[src/rtl/hl_pkg.sv]
// hl_pkg: shared types and constants for the hl_timer half-life / step timer.
//   state_t    : timer FSM states (IDLE, RUN, PAUSED, DONE)
//   MODE_*     : step-mode encodings for the 2-bit mode input
package hl_pkg;

  typedef enum logic [1:0] {
    IDLE   = 2'd0,
    RUN    = 2'd1,
    PAUSED = 2'd2,
    DONE   = 2'd3
  } state_t;

  localparam logic [1:0] MODE_HALVE   = 2'b00;
  localparam logic [1:0] MODE_DOWN    = 2'b01;
  localparam logic [1:0] MODE_UP_SAT  = 2'b10;
  localparam logic [1:0] MODE_UP_WRAP = 2'b11;

endpackage

[src/rtl/hl_prescaler.sv]
// hl_prescaler: divides the clock by a latched period and emits a step tick.
// Ports:
//   clk, rst : clock and synchronous active-high reset
//   clear    : zero the count and capture a new period (0 is stored as 1)
//   enable   : advance the count this cycle
//   period   : clocks per step, captured on clear
//   tick     : high when enabled and the count has reached period-1
module hl_prescaler #(
  parameter int PW = 16
) (
  input  logic          clk,
  input  logic          rst,
  input  logic          clear,
  input  logic          enable,
  input  logic [PW-1:0] period,
  output logic          tick
);

  logic [PW-1:0] count;
  logic [PW-1:0] period_q;

  assign tick = enable && (count == (period_q - PW'(1)));

  // The period is captured on every clear. The owner clears on both load and
  // start, but RUN is only ever entered through start, so the latched period
  // always reflects the value presented with the accepted start. A zero period
  // is stored as 1 so the compare above never underflows.
  always_ff @(posedge clk) begin
    if (rst) begin
      count    <= '0;
      period_q <= PW'(1);
    end else if (clear) begin
      count    <= '0;
      period_q <= (period == '0) ? PW'(1) : period;
    end else if (enable) begin
      count <= tick ? '0 : count + PW'(1);
    end
  end

endmodule

[src/rtl/hl_timer.sv]
// hl_timer: loadable value register stepped once per prescaler period until it
// reaches the terminal value for the selected mode.
// Ports:
//   clk, rst  : clock and synchronous active-high reset (highest priority)
//   load      : load load_val, clear the prescaler, return to IDLE
//   load_val  : value to load
//   start     : begin stepping (accepted in IDLE or DONE only)
//   pause     : level; freezes prescaler and value while high in RUN
//   mode      : step mode, latched on an accepted start
//   period    : clocks per step, latched on an accepted start (0 acts as 1)
//   out       : registered current value
//   step      : one-cycle pulse while out shows a freshly stepped value
//   done      : high in DONE
//   busy      : high in RUN or PAUSED
module hl_timer
  import hl_pkg::*;
#(
  parameter int WIDTH = 8,
  parameter int PW    = 16
) (
  input  logic             clk,
  input  logic             rst,
  input  logic             load,
  input  logic [WIDTH-1:0] load_val,
  input  logic             start,
  input  logic             pause,
  input  logic [1:0]       mode,
  input  logic [PW-1:0]    period,
  output logic [WIDTH-1:0] out,
  output logic             step,
  output logic             done,
  output logic             busy
);

  state_t           state, state_n;
  logic [WIDTH-1:0] value, value_n;
  logic [1:0]       mode_q, mode_n;
  logic             step_q, step_n;
  logic             clear, enable, tick;
  logic [WIDTH-1:0] stepped;

  function automatic logic is_terminal(input logic [WIDTH-1:0] v, input logic [1:0] m);
    case (m)
      MODE_HALVE, MODE_DOWN: return (v == '0);
      MODE_UP_SAT:           return (v == '1);
      default:               return 1'b0;
    endcase
  endfunction

  // DOWN and UP_SAT clamp at their end points so the value can never leave
  // range even if a step were requested at the terminal value.
  function automatic logic [WIDTH-1:0] step_value(input logic [WIDTH-1:0] v, input logic [1:0] m);
    case (m)
      MODE_HALVE:  return v >> 1;
      MODE_DOWN:   return (v == '0) ? v : v - WIDTH'(1);
      MODE_UP_SAT: return (v == '1) ? v : v + WIDTH'(1);
      default:     return v + WIDTH'(1);
    endcase
  endfunction

  assign stepped = step_value(value, mode_q);

  // The release cycle out of PAUSED counts toward the period, so a pause costs
  // exactly as many cycles as pause was held.
  assign enable = ((state == RUN) || (state == PAUSED)) && !pause;

  hl_prescaler #(.PW(PW)) u_prescaler (
    .clk    (clk),
    .rst    (rst),
    .clear  (clear),
    .enable (enable),
    .period (period),
    .tick   (tick)
  );

  // Register stage for the FSM, value, latched mode and step pulse.
  always_ff @(posedge clk) begin
    if (rst) begin
      state  <= IDLE;
      value  <= '0;
      mode_q <= MODE_HALVE;
      step_q <= 1'b0;
    end else begin
      state  <= state_n;
      value  <= value_n;
      mode_q <= mode_n;
      step_q <= step_n;
    end
  end

  // Command priority is load > start > pause > stepping. A value that is
  // already terminal when RUN is entered goes straight to DONE without a step.
  always_comb begin
    state_n = state;
    value_n = value;
    mode_n  = mode_q;
    step_n  = 1'b0;
    clear   = 1'b0;
    if (load) begin
      value_n = load_val;
      clear   = 1'b1;
      state_n = IDLE;
    end else if (start && ((state == IDLE) || (state == DONE))) begin
      mode_n  = mode;
      clear   = 1'b1;
      state_n = RUN;
    end else begin
      case (state)
        RUN, PAUSED: begin
          if (pause) begin
            state_n = PAUSED;
          end else begin
            state_n = RUN;
            if (is_terminal(value, mode_q)) begin
              state_n = DONE;
            end else if (tick) begin
              value_n = stepped;
              step_n  = 1'b1;
              if (is_terminal(stepped, mode_q)) state_n = DONE;
            end
          end
        end
        default: state_n = state;
      endcase
    end
  end

  assign out  = value;
  assign step = step_q;
  assign done = (state == DONE);
  assign busy = (state == RUN) || (state == PAUSED);

endmodule

[config.mk]
export PLATFORM = sky130hd
export DESIGN_NAME = hl_timer
export DESIGN_NICKNAME = d
export VERILOG_FILES = /design/src/rtl/hl_pkg.sv /design/src/rtl/hl_prescaler.sv /design/src/rtl/hl_timer.sv
export SDC_FILE = /design/constraint.sdc
export NUM_CORES = 1
export LEC_CHECK = 0
export ABC_CLOCK_PERIOD_IN_PS = 8500
export CAP_MARGIN = 20
export CORE_UTILIZATION = 30
export CTS_CLUSTER_SIZE = 25
export DETAILED_ROUTE_END_ITERATION = 10
export MAX_ROUTING_LAYER = met4
export SYNTH_ARGS = -nofsm -noshare
export SYNTH_HDL_FRONTEND = slang
export SYNTH_SLANG_ARGS = --single-unit
export TNS_END_PERCENT = 50
[constraint.sdc]
create_clock -name clk -period 8.5 [get_ports clk]
set_input_delay 1.275 -clock clk [delete_from_list [all_inputs] [get_ports clk]]
set_output_delay 1.275 -clock clk [all_outputs]
set_load 0.005 [all_outputs]
==> run summary, run 1 <==
Status: complete, no violations
Post-CTS resize count: 0
Synth cell types: 73
Fraction of layout instances using a drive strength above 1: 5.75%
Synth top area share: 27.0%
Worst-path cell with the longest stage delay: or4_1
Seq/Total Area, Yosys: 27.0%
# clock sinks: 45
Cts hold-fix bufs: 0
Antenna violations before repair: 0
Setup violations, final: 0
I/O Buffers: 41
Yosys reg bits: 45
Cts bufs inserted: 5
Worst R2R Path Depth: 9
Synth Area per Inst: 8.16 µm²
CP arrival: 3710 ps
Largest cells by area after synthesis: dfxtp_1 27%, xnor2_1 5.2%, xor2_1 4.7%
Synthesized cell area: 3340 µm²
RSZ-0062 raised after global routing: no
Ant. Diodes: 0
Yosys top cell by area: dfxtp_1
Initial core utilization: 30.8%
Slowest stage delay, CP: 480 ps
Fill count: 1170
Routed wire length per instance: 15.9 µm
Critical path required time: 8680 ps
Min Tclk post-route: 3530 ps
Setup TNS: 0 ps
Area growth from synthesis to layout: 16.4%
Worst-margin pin slew: 998 ps
Cell mode on critical path: or4_1
Postcts setup bufs: 0
DPL Wire Length: 6.98 mm
H-tree depth: 2
Synth warn: 0
Final layout net count: 472
Root buf cell: clkbuf_8
Worst Setup End Kind: flip-flop
WHS Path Cells: 2
Top-count cell post-synth: dfxtp_1
CTS tree: done
Commonest cells in the netlist: 45 x dfxtp_1, 41 x nor2_1, 29 x nand2_1, 20 x xnor2_1
Via count: 3177
Post-Syn Nets: 446
Lkg Pwr: 0.00128 µW
Die span in y: 107 µm
Chip width: 107 µm
Fmax: 0.284 GHz
Via density: 5.53
Gpl congestion: 0.933
Clock buffer depth: 2
Startpoint Class: primary input
Global-route wire length before repair: 15.2 mm
Setup CP Type: in -> reg
Slew margin rel.: 32.9%
Final Instance Area: 3880 µm²
Max_cap viols: 0
Worst Skew: 9.34 ps
Clock latency on the worst-skew pair: 310 ps
Initial DRC Count: 224
Clock Pin Slew Worst Setup and Hold Paths: 90 ps
CP Max Fanout: 13
Peak VDD IR: 0.0000675 V
Vias in the first global route: 3090
DRT Wirelength: 9.17 mm
CP cell instances: clkdlybuf4s50_1, nor2b_1, nand4_1, or4_1, or4_1, nand2_1, nor2_1
Main synth FF type: dfxtp_1
Worst min-delay path category: reg -> reg
Io pins: 42
Dpl cell area: 3770 µm²
Residual DRC count: 0
Die area: 11500 µm²
Gr usage total: 17.0%
Core ar.: 10800 µm²
Period utilization: 41.5%
PD cells: 135 nW/µm²
EDFF count, synth: 0
Grt ovf: 0
Pre-Repair DR Iteration Count: 4
FFs w/ async S/R, synth: 0%
Util after Layout: 35.8%
Cells after Synth: 409
Pin count of the biggest net entering global routing: 18
Antenna violation net count after detailed routing: 0
Final slew viol count: 0
Final Hold Viols: 0
Cell row count: 38
per-layer routing:
metal | GRT usage [%] | up-vias | wire length [µm]
met1 | 20.7 | 1484 | 4100
met5 | - | - | 0
met2 | 29.5 | 105 | 4500
met3 | 2.30 | 13 | 453
met4 | 4.31 | 0 | 112
li1 | - | 1575 | -
through the flow:
step	power, µW	worst slack (ps)	hold slack [ps]	instances
after floorplan	324	5510	470	409
after detailed placement	364	4640	497	567
after global placement	364	4750	494	567
after CTS	529	4960	509	574
final	526	4970	508	575
after global routing	553	4680	529	575
layout by cell type (no fill, tap or decap), types with 6 or more instances in the layout:
| cell type | n |
|---|---|
| or3_1 | 6 |
| xnor2_1 | 20 |
| a211oi_1 | 12 |
| nand3_1 | 10 |
| nor2_1 | 41 |
| or4_1 | 7 |
| nand4_1 | 11 |
| mux2i_1 | 6 |
| a21oi_1 | 17 |
| xor2_1 | 18 |
| dfxtp_1 | 45 |
| inv_1 | 18 |
| nand2b_1 | 6 |
| nor3_1 | 8 |
| ha_1 | 6 |
| clkdlybuf4s50_1 | 41 |
| o21ai_0 | 11 |
| a31oi_1 | 6 |
| nor4_1 | 15 |
| a22o_1 | 11 |
| nand2_1 | 29 |
report_power, final:
| part | switching (µW) | internal, µW | leakage [µW] |
|---|---|---|---|
| Clock | 77.0 | 87.1 | 0.0000546 |
| Combinational | 61.7 | 58.2 | 0.000854 |
| Sequential | 21.9 | 220 | 0.000369 |
sequential cells by signal (all words and copies together), names as in the netlist:
signal                count
state                     2
out                       8
u_prescaler.count        16
mode_q                    2
u_prescaler.period_q     16
step                      1
layout make-up:
type / count / area (µm²) / area share (%)
Multi-Input combinational cell: 323 / 2210 / 56.9
Sequential cell: 45 / 901 / 23.2
Timing Repair Buffer: 42 / 422 / 10.9
Tap cell: 140 / 175 / 4.51
Clock buffer: 5 / 68.8 / 1.77
Inverter: 18 / 67.6 / 1.74
Clock inverter: 2 / 38.8 / 0.998
final timing paths:
path / start / to / slack (ps)
setup / recovery: pause / u_prescaler.count[5]$_SDFFE_PP0P_ / 4970
setup reg to reg: u_prescaler.period_q[0]$_SDFFE_PP1P_ / u_prescaler.count[5]$_SDFFE_PP0P_ / 5150
hold reg to reg: u_prescaler.count[1]$_SDFFE_PP0P_ / u_prescaler.count[1]$_SDFFE_PP0P_ / 510
hold / removal: u_prescaler.count[1]$_SDFFE_PP0P_ / u_prescaler.count[1]$_SDFFE_PP0P_ / 510
kinds of logic after synthesis:
group / after synthesis / synth area share [%]
multiplexers: 8 / 2.47
buffers and inverters: 41 / 6.86
AO/OA/AOI/OAI: 97 / 21.3
flip-flops: 45 / 27.0
XOR/XNOR: 38 / 9.97
adder cells (fa/ha/maj): 6 / 2.25
AND/OR/NAND/NOR: 174 / 30.1
critical path: cells and delay by family:
kind,cells,cell delay (ps)
buf+inv,1,430
simple gates,6,1990
(Power assumes the default switching activity.)
==> inputs of run 2 (changes only) <==
--- a/config.mk
+++ b/config.mk
@@ -5,7 +5,7 @@
 export SDC_FILE = /design/constraint.sdc
 export NUM_CORES = 1
 export LEC_CHECK = 0
-export ABC_CLOCK_PERIOD_IN_PS = 8500
+export ABC_CLOCK_PERIOD_IN_PS = 3300
 export CAP_MARGIN = 20
 export CORE_UTILIZATION = 30
 export CTS_CLUSTER_SIZE = 25
==> constraint.sdc (replaced) <==
create_clock -name clk -period 3.3 [get_ports clk]
set_input_delay 0.495 -clock clk [delete_from_list [all_inputs] [get_ports clk]]
set_output_delay 0.495 -clock clk [all_outputs]
set_load 0.005 [all_outputs]
==> run 2 against run 1 <==
Effect of this change:
- register-to-register slack lost 4900 ps
- highest routed layer unchanged
- worst hold slack better by 27 ps
- sequential share of layout area shrank 0.57 points
- critical path depth is 2 higher
- critical path type is now reg -> reg
==> run summary, run 2 (synthesized netlist as in run 1, its figures left out) <==
Setup TNS: 0 ps (unchanged)
Reg2reg setup slack: 240 ps (was 5150 ps)
Final Hold Viols: 0 (unchanged)
Switching power total: 417 µW (was 161 µW)
Worst Setup End Kind: flip-flop (unchanged)
Setup CP Type: reg -> reg (was in -> reg)
Worst-path cell with the longest stage delay: or4_1 (unchanged)
Max_cap viols: 0 (unchanged)
Via density: 5.64 (was 5.53)
Worst Skew: 9.22 ps (was 9.34 ps)
CP Max Fanout: 13 (unchanged)
PD cells: 345 nW/µm² (was 135 nW/µm²)
CTS tree: done (unchanged)
Cts hold-fix bufs: 0 (unchanged)
Lkg Pwr: 0.00134 µW (was 0.00128 µW)
Global-route wire length before repair: 15.0 mm (was 15.2 mm)
Post-Place Cells: 579 (was 567)
Routed wire length per instance: 15.8 µm (was 15.9 µm)
Status: complete, no violations (unchanged)
Cts bufs inserted: 5 (unchanged)
Hold path start: u_prescaler.count[1]$_SDFFE_PP0P_ (unchanged)
Commonest non-fill, non-tap cell in the layout: dfxtp_1 (unchanged)
RSZ-0062 raised after global routing: no (unchanged)
Clock Power Share: 31.0% (was 31.2%)
Switching Share: 30.4% (was 30.6%)
CP cell instances: inv_1, ha_1, nor4b_4, nand4b_1, xnor2_1, or4_4, or4_1, nand2_4, nor2_1 (was clkdlybuf4s50_1, nor2b_1, nand4_1, or4_1, or4_1, nand2_1, nor2_1)
Pre-Repair DR Iteration Count: 5 (was 4)
Critical path required time: 3490 ps (was 8680 ps)
Min Tclk post-route: 3060 ps
Area growth from synthesis to layout: 19.3% (was 16.4%)
Initial core utilization: 30.8% (unchanged)
Comb pwr share: 24.4% (was 22.8%)
Die area: 11500 µm² (unchanged)
Clock Pin Slew Worst Setup and Hold Paths: 90 ps (about the same)
Gr usage total: 16.9% (was 17.0%)
Gpl congestion: 0.903 (was 0.933)
DRT Wirelength: 9.27 mm (was 9.17 mm)
Cell row count: 38 (unchanged)
Ant. Diodes: 0 (unchanged)
Io pins: 42 (unchanged)
Pin count of the biggest net entering global routing: 17 (was 18)
Antenna violations before repair: 0 (unchanged)
Core ar.: 10800 µm² (unchanged)
Worst R2R Path Depth: 9 (unchanged)
WHS Path Cells: 2 (unchanged)
I/O Buffers: 41 (unchanged)
Hold WS: 535 ps (was 508 ps)
Root buf cell: clkbuf_8 (unchanged)
Commonest non-fill, non-tap cells in the layout: 45 x dfxtp_1, 41 x nor2_1, 41 x clkdlybuf4s50_1, 28 x nand2_1, 20 x xnor2_1 (was 45 x dfxtp_1, 41 x nor2_1, 41 x clkdlybuf4s50_1, 29 x nand2_1, 20 x xnor2_1)
Via count: 3319 (was 3177)
Initial DRC Count: 237 (was 224)
Clock buffer depth: 2 (unchanged)
Non-filler cells, final: 588 (was 575)
Fill count: 1127 (was 1170)
CP arrival: 3250 ps (was 3710 ps)
Vias in the first global route: 3024 (was 3090)
Critical R2R Capture: u_prescaler.count[13]$_SDFFE_PP0P_ (was u_prescaler.count[5]$_SDFFE_PP0P_)
Grt ovf: 0 (unchanged)
Final slew viol count: 0 (unchanged)
DPL Wire Length: 7.23 mm (was 6.98 mm)
Residual DRC count: 0 (unchanged)
Clock latency on the worst-skew pair: 300 ps (was 310 ps)
Worst min-delay path category: reg -> reg (unchanged)
H-tree depth: 2 (unchanged)
Hold EP: u_prescaler.count[1]$_SDFFE_PP0P_ (unchanged)
Die span in y: 107 µm (unchanged)
R2r startpoint: u_prescaler.period_q[0]$_SDFFE_PP1P_ (unchanged)
Period utilization: 92.6%
Final layout net count: 484 (was 472)
Pint: 956 µW (was 365 µW)
Antenna violation net count after detailed routing: 0 (unchanged)
Peak VDD IR: 0.000191 V (was 0.0000675 V)
Worst-margin pin slew: 692 ps (was 998 ps)
Fraction of layout instances using a drive strength above 1: 8.48% (was 5.75%)
Setup violations, final: 0 (unchanged)
Startpoint Class: flip-flop (was primary input)
Reg power frac: 44.6% (was 46.0%)
Fmax: 0.327 GHz
Slew margin rel.: 53.4% (was 32.9%)
Chip width: 107 µm (unchanged)
Slowest stage delay, CP: 650 ps (was 480 ps)
# clock sinks: 45 (unchanged)
-- run 2: cell count changes in the layout (fill, tap and decap cells not counted), sizes merged --
cell,delta
buf,+12
clkinv,+1
clkbuf,+1
inv,-1
-- run 2: critical path, delay by kind of cell (launching register included) --
family,cells,cell delay (ps)
and+or+nand+nor,6,2020
buffers and inverters,1,100
DFF,1,370
xor gates and xnor gates,1,190
adders and majority gates,1,260
-- run 2: metal layers --
| layer | up-vias | part of all wire (%) | track usage (%) |
|---|---|---|---|
| met2 | 122 | 49 | 28.8 |
| met4 | 0 | 1.8 | 4.89 |
| met1 | 1563 | 44 | 20.7 |
| li1 | 1615 | - | - |
| met5 | - | 0 | - |
| met3 | 19 | 5.6 | 2.36 |
-- run 2: final cells by class --
class	instances	area (µm²)	share of cell area, %
clock buffers	6	72.6	1.82
clock inverters	2	38.8	0.974
inverters	18	67.6	1.70
multi-input cells	323	2220	55.7
flip-flops and latches	45	901	22.6
well taps	140	175	4.40
repair buffers	54	508	12.8
-- run 2: worst max path at each step --
stage                                    startpoint                                 end  slack [ps]
2_1_floorplan  u_prescaler.period_q[0]$_SDFFE_PP1P_  u_prescaler.count[12]$_SDFFE_PP0P_         480
3_3_place_gp   u_prescaler.period_q[0]$_SDFFE_PP1P_  u_prescaler.count[11]$_SDFFE_PP0P_         200
3_5_place_dp   u_prescaler.period_q[0]$_SDFFE_PP1P_  u_prescaler.count[13]$_SDFFE_PP0P_          60
4_1_cts        u_prescaler.period_q[0]$_SDFFE_PP1P_  u_prescaler.count[13]$_SDFFE_PP0P_          50
5_1_grt        u_prescaler.period_q[0]$_SDFFE_PP1P_  u_prescaler.count[10]$_SDFFE_PP0P_          70
6_report       u_prescaler.period_q[0]$_SDFFE_PP1P_  u_prescaler.count[13]$_SDFFE_PP0P_         240
-- run 2: what timing repair did --
action,4_1_cts,5_1_grt
gates resized for setup,0,2
setup endpoints to repair,0,14
setup buffers,0,1
-- run 2: power by group through the flow --
stage / clock network (µW) / logic (µW) / registers, µW
floorplan: 0 / 235 / 600
global placement: 0 / 329 / 623
detailed placement: 0 / 330 / 624
CTS: 437 / 332 / 611
global route: 457 / 364 / 617
finish: 425 / 335 / 613
-- run 2: metrics by stage --
stage / setup WS [ps] / utilization (%) / area (µm²) / total power, µW
finish: 245 / 36.7 / 3980 / 1370
CTS: 49.7 / 36.6 / 3970 / 1380
global route: 65.3 / 36.7 / 3980 / 1440
global placement: 198 / 35.6 / 3860 / 952
floorplan: 481 / - / 3340 / 835
detailed placement: 62.1 / 35.6 / 3860 / 954
==> inputs of run 3 (changes only) <==
--- a/config.mk
+++ b/config.mk
@@ -10,6 +10,7 @@
 export CORE_UTILIZATION = 30
 export CTS_CLUSTER_SIZE = 25
 export DETAILED_ROUTE_END_ITERATION = 10
+export HOLD_SLACK_MARGIN = 0.05
 export MAX_ROUTING_LAYER = met4
 export SYNTH_ARGS = -nofsm -noshare
 export SYNTH_HDL_FRONTEND = slang
==> results of run 3 <==
No change in the layout: final DEF, timing and power equal those of run 2.
